$ cat config.mk
export PLATFORM = sky130hd
export DESIGN_NAME = prog_loader_flat
export DESIGN_NICKNAME = d
export VERILOG_FILES = /design/src/rtl/prog_loader_if.sv /design/src/rtl/prog_loader.sv /design/src/flat_wrapper.sv
export SDC_FILE = /design/constraint.sdc
export NUM_CORES = 1
export LEC_CHECK = 0
export ABC_AREA = 1
export CORE_AREA = 2 2 92 94
export CTS_BUF_LIST = sky130_fd_sc_hd__clkbuf_4
export DETAILED_ROUTE_END_ITERATION = 8
export DIE_AREA = 0 0 94 96
export PLACE_DENSITY = 0.49
export SLEW_MARGIN = 20
export SYNTH_ARGS = -nofsm -noshare
export SYNTH_HDL_FRONTEND = slang
export SYNTH_SLANG_ARGS = --single-unit
$ cat constraint.sdc
create_clock -name clk -period 3.89 [get_ports clk]
set_clock_uncertainty 0.05 [all_clocks]
set_input_delay 1.167 -clock clk [delete_from_list [all_inputs] [get_ports clk]]
set_output_delay 1.167 -clock clk [all_outputs]
set_load 0.02 [all_outputs]
$ cat src/rtl/prog_loader_if.sv
// prog_loader_if: incoming byte stream and program-memory write port of the loader
interface prog_loader_if #(
    parameter int Psize = 5,
    parameter int Isize = 16
);
    logic [7:0]       rx_data;
    logic             rx_valid;
    logic             rx_ready;
    logic             we;
    logic [Psize-1:0] waddr;
    logic [Isize-1:0] wdata;
    modport master (input rx_data, rx_valid, output rx_ready, we, waddr, wdata);
    modport slave (output rx_data, rx_valid, input rx_ready, we, waddr, wdata);
endinterface

$ cat src/rtl/prog_loader.sv
// prog_loader: assembles MSB-first bytes into words, writes them to program memory, holds the CPU until done
module prog_loader #(
    parameter int Psize = 5,
    parameter int Isize = 16
) (
    input  logic           clk,
    input  logic           reset,
    input  logic           start,
    input  logic [Psize:0] len,
    prog_loader_if.master  bus,
    output logic           busy,
    output logic           done,
    output logic           cpu_hold,
    output logic [7:0]     csum
);
    localparam int B = Isize / 8;
    localparam int BW = B > 1 ? $clog2(B) : 1;
    localparam logic [Psize:0] LMAX = (Psize+1)'(1) << Psize;
    typedef enum logic [1:0] {IDLE, RECV, WRITE, DONE} state_e;
    state_e           state_q, state_d;
    logic [Psize:0]   len_q, len_d, wcnt_q, wcnt_d, len_sat;
    logic [BW-1:0]    bcnt_q, bcnt_d;
    logic [Isize-1:0] word_q, word_d;
    logic [7:0]       csum_q, csum_d;
    logic             hold_q, hold_d;
    logic             go, take, last_byte;

    assign len_sat = len > LMAX ? LMAX : len;
    assign go = start && (state_q == IDLE || state_q == DONE);
    assign take = bus.rx_valid && state_q == RECV;
    assign last_byte = bcnt_q == BW'(B - 1);

    always_comb begin
        state_d = state_q;
        len_d = len_q;
        wcnt_d = wcnt_q;
        bcnt_d = bcnt_q;
        word_d = word_q;
        csum_d = csum_q;
        hold_d = hold_q;
        if (go) begin
            len_d = len_sat;
            wcnt_d = '0;
            bcnt_d = '0;
            csum_d = '0;
            hold_d = len_sat != '0;
            state_d = len_sat == '0 ? DONE : RECV;
        end
        if (take) begin
            word_d = (word_q << 8) | Isize'(bus.rx_data);
            csum_d = csum_q ^ bus.rx_data;
            bcnt_d = last_byte ? '0 : bcnt_q + BW'(1);
            state_d = last_byte ? WRITE : RECV;
        end
        if (state_q == WRITE) begin
            wcnt_d = wcnt_q + (Psize+1)'(1);
            state_d = wcnt_d == len_q ? DONE : RECV;
            hold_d = hold_q && wcnt_d != len_q;
        end
    end

    always_ff @(posedge clk) begin
        if (reset) begin
            state_q <= IDLE;
            len_q <= '0;
            wcnt_q <= '0;
            bcnt_q <= '0;
            word_q <= '0;
            csum_q <= '0;
            hold_q <= 1'b1;
        end else begin
            state_q <= state_d;
            len_q <= len_d;
            wcnt_q <= wcnt_d;
            bcnt_q <= bcnt_d;
            word_q <= word_d;
            csum_q <= csum_d;
            hold_q <= hold_d;
        end
    end

    assign bus.rx_ready = state_q == RECV;
    assign bus.we = state_q == WRITE;
    assign bus.waddr = wcnt_q[Psize-1:0];
    assign bus.wdata = word_q;
    assign busy = state_q == RECV || state_q == WRITE;
    assign done = state_q == DONE;
    assign cpu_hold = hold_q;
    assign csum = csum_q;
endmodule

$ cat src/flat_wrapper.sv
// flat-port wrapper written by rule: the top's interface ports become plain ports
module prog_loader_flat 
#(
    parameter int Psize = 5,
    parameter int Isize = 16
)
  (clk, reset, start, len, busy, done, cpu_hold, csum, bus_rx_data, bus_rx_valid, bus_rx_ready, bus_we, bus_waddr, bus_wdata);
  prog_loader_if #(.Psize(Psize), .Isize(Isize)) bus_i ();
  input  logic clk;
  input  logic reset;
  input  logic start;
  input  logic [Psize:0] len;
  output logic busy;
  output logic done;
  output logic cpu_hold;
  output logic [7:0] csum;
  input wire logic [$bits(bus_i.rx_data)-1:0] bus_rx_data;
  input wire logic [$bits(bus_i.rx_valid)-1:0] bus_rx_valid;
  output wire logic [$bits(bus_i.rx_ready)-1:0] bus_rx_ready;
  output wire logic [$bits(bus_i.we)-1:0] bus_we;
  output wire logic [$bits(bus_i.waddr)-1:0] bus_waddr;
  output wire logic [$bits(bus_i.wdata)-1:0] bus_wdata;
  assign bus_i.rx_data = bus_rx_data;
  assign bus_i.rx_valid = bus_rx_valid;
  assign bus_rx_ready = bus_i.rx_ready;
  assign bus_we = bus_i.we;
  assign bus_waddr = bus_i.waddr;
  assign bus_wdata = bus_i.wdata;
  prog_loader #(.Psize(Psize), .Isize(Isize)) u_core (.clk(clk), .reset(reset), .start(start), .len(len), .bus(bus_i), .busy(busy), .done(done), .cpu_hold(cpu_hold), .csum(csum));
endmodule
==> run metrics <==
Max Freq=0.318 GHz; pwr/cell area=between 300 and 400 nW/um2; CTS root buffer=clkbuf_4; Vias per Instance=roughly 4.2; leading cell type in the layout, fill and taps excluded=nand2_1; grt total ovfl=0; initial antenna violation count=0; CP endpoint kind=primary output; setup violators final=0; die height=about 96 um; # clock sinks=40; CTS clock-pin slew for the worst setup and hold paths=0.12 ns; Final Util=around a third; Bufs and invs on worst path=2; Area Overhead vs Synth=34.0%; Worst-Skew Late Latency=approximately 0.35 ns; maxcap violations=0; CTS buffer count=5; DR WL/cell=11.9 um; Sum Neg Setup Slack=0 ns; flops & latches, synth=40; drt pass-1 iters=5; gpl congestion=just over 0.8; register area share after synthesis=between 40% and 50%; Worst Setup Slack, final=0.743 ns; site row count=33; CP max stage cell=clkdlybuf4s50_1; vias in the first global route=1526; post-detail-place hpwl=around 3.6 mm; largest net degree at the start of global routing=21; Netlist Area Pre-Place=between 1500 and 2000 um2; Layout fillers=a little under 900; ant diodes=0; post-route ant nets=0; die boundary width=94 um; Synth Net Count=about 280; R2R depth=7; hold_buf cts=0; H-tree levels=2; Buffers on Ports=~50; synth warn=0; Reg2Reg Setup Slack=around 1.9 ns; Final period util=between 80% and 90%; P_leak=0.959 nW; Syn Area/Cell=slightly above 7 um2; dpl ws=about 1.1 ns; Critical Path RT=roughly 2.7 ns; dpl cell area=approximately 2400 um2; Levels on crit path=3; fraction of layout cells with a size suffix above 1=10.5%; Hold Vio Cnt, Final=0; largest buffer count on any clock path=2; final net count=between 300 and 400; final slew viol count=0; Worst Hold Class=flip-flop to flip-flop; Tot GR Track Use=11.2%; # IOs=52; RSZ-0062 raised after global routing=no; Worst Setup Start Kind=flip-flop; CP arrival=roughly 1.9 ns; post-route minimum period=about 3.1 ns; post-synthesis cell count=around 260; delay-heaviest family, CP=buffers and inverters; Residual DRC=0; Critical Path Max Stage Delay=0.72 ns; total power=~0.89 mW; Core Area=a little over 8000 um2; leading cell types in the layout, fill and taps excluded=nand2_1 (66), clkdlybuf4s50_1 (51), dfxtp_1 (40); CP cell instances=inv_1, ha_1, clkdlybuf4s50_1; Max-slew headroom=between 60 and 70%; design area=2520 um2; outcome=finished clean; first-pass GRT wire length=between 7 and 8 mm; crit-path max FO=12; CTS tree=built; Routed WL=about 4.9 mm; Post CTS Setup Buffer Count=0; initial DRC count=around 130; Min-Delay Path Depth=2; classification of the worst setup path=flip-flop to primary output; CTS resizes=0; Peak supply drop=approximately 0.00011 V; Initial Util=23.4%; Worst-Margin Slew=about 0.59 ns; DR vias=1719; Synth cell types=25; die area=9020 um2
kinds of logic after synthesis:
kind of cell,after synthesis,share of synthesized area [%]
AO/OA/AOI/OAI,47,13.5
AND/OR/NAND/NOR,128,31.0
adder cells (fa/ha/maj),4,2.66
flip-flops,40,42.5
buffers and inverters,42,10.3
through the flow:
stage | std cells | hold slack [ns]
after floorplan | 261 | 0.390
after global placement | 403 | 0.407
after detailed placement | 403 | 0.407
after CTS | 411 | 0.426
after global routing | 411 | 0.450
final | 411 | 0.422
flip-flops by register name, summed over array words and instances, names as in the netlist:
name,count
u_core.csum,8
u_core.state_q,2
u_core.bus.wdata,16
u_core.len_q,6
u_core.wcnt_q,6
u_core.cpu_hold,1
u_core.bcnt_q,1
worst paths after layout:
kind / end / startpoint
setup / recovery: bus_we / u_core.state_q[0]
setup reg to reg: u_core.wcnt_q[3] / u_core.state_q[0]
hold / removal: u_core.bcnt_q / u_core.bcnt_q
hold reg to reg: u_core.bcnt_q / u_core.bcnt_q
cell type report:
cell class                 count  area [um2]  area share [%]
inverter                      26        97.6            3.87
sequential                    40         801            31.7
clock buffer                   5        37.5            1.49
multi-input combinational    179         890            35.2
timing repair buffer          53         526            20.8
clock inverter                 3        42.5            1.68
tap                          105         131            5.20
cell usage after synthesis, drive strengths merged:
master | instances | area share [%]
a211oi | 3 | 1.2
clkbuf | 4 | 0.80
buf | 12 | 4.3
nand2 | 70 | 14
o21ai | 12 | 3.4
nand3b | 1 | 0.40
nand4 | 4 | 1.3
nor3 | 3 | 0.80
inv | 26 | 5.2
nand3 | 19 | 5.8
nor2 | 24 | 5.8
or2 | 7 | 2.3
ha | 4 | 2.7
a21oi | 29 | 7.7
dfxtp | 40 | 42
o21bai | 1 | 0.60
a31oi | 2 | 0.66
per-layer routing:
metal | share of wire [%] | wire, um | vias to the layer above | track usage [%]
met1 | 50 | 2460 | 766 | 15.7
met4 | 1.3 | 64 | 0 | 4.35
li1 | - | - | 918 | -
met3 | 3.6 | 177 | 4 | 2.51
met5 | 0 | 0 | - | 0
met2 | 45 | 2180 | 31 | 16.5
worst min-delay path, cell delays in order (launching register included):
cell and delay, ns:
dfxtp_1 0.33, nand2_1 0.06, a21oi_1 0.06
power breakdown:
| group | total (mW) | internal, mW | switching, mW |
|---|---|---|---|
| Combinational | 0.164 | 0.0733 | 0.0902 |
| Sequential | 0.446 | 0.432 | 0.0144 |
| Clock | 0.279 | 0.134 | 0.144 |
(Power assumes the default switching activity.)
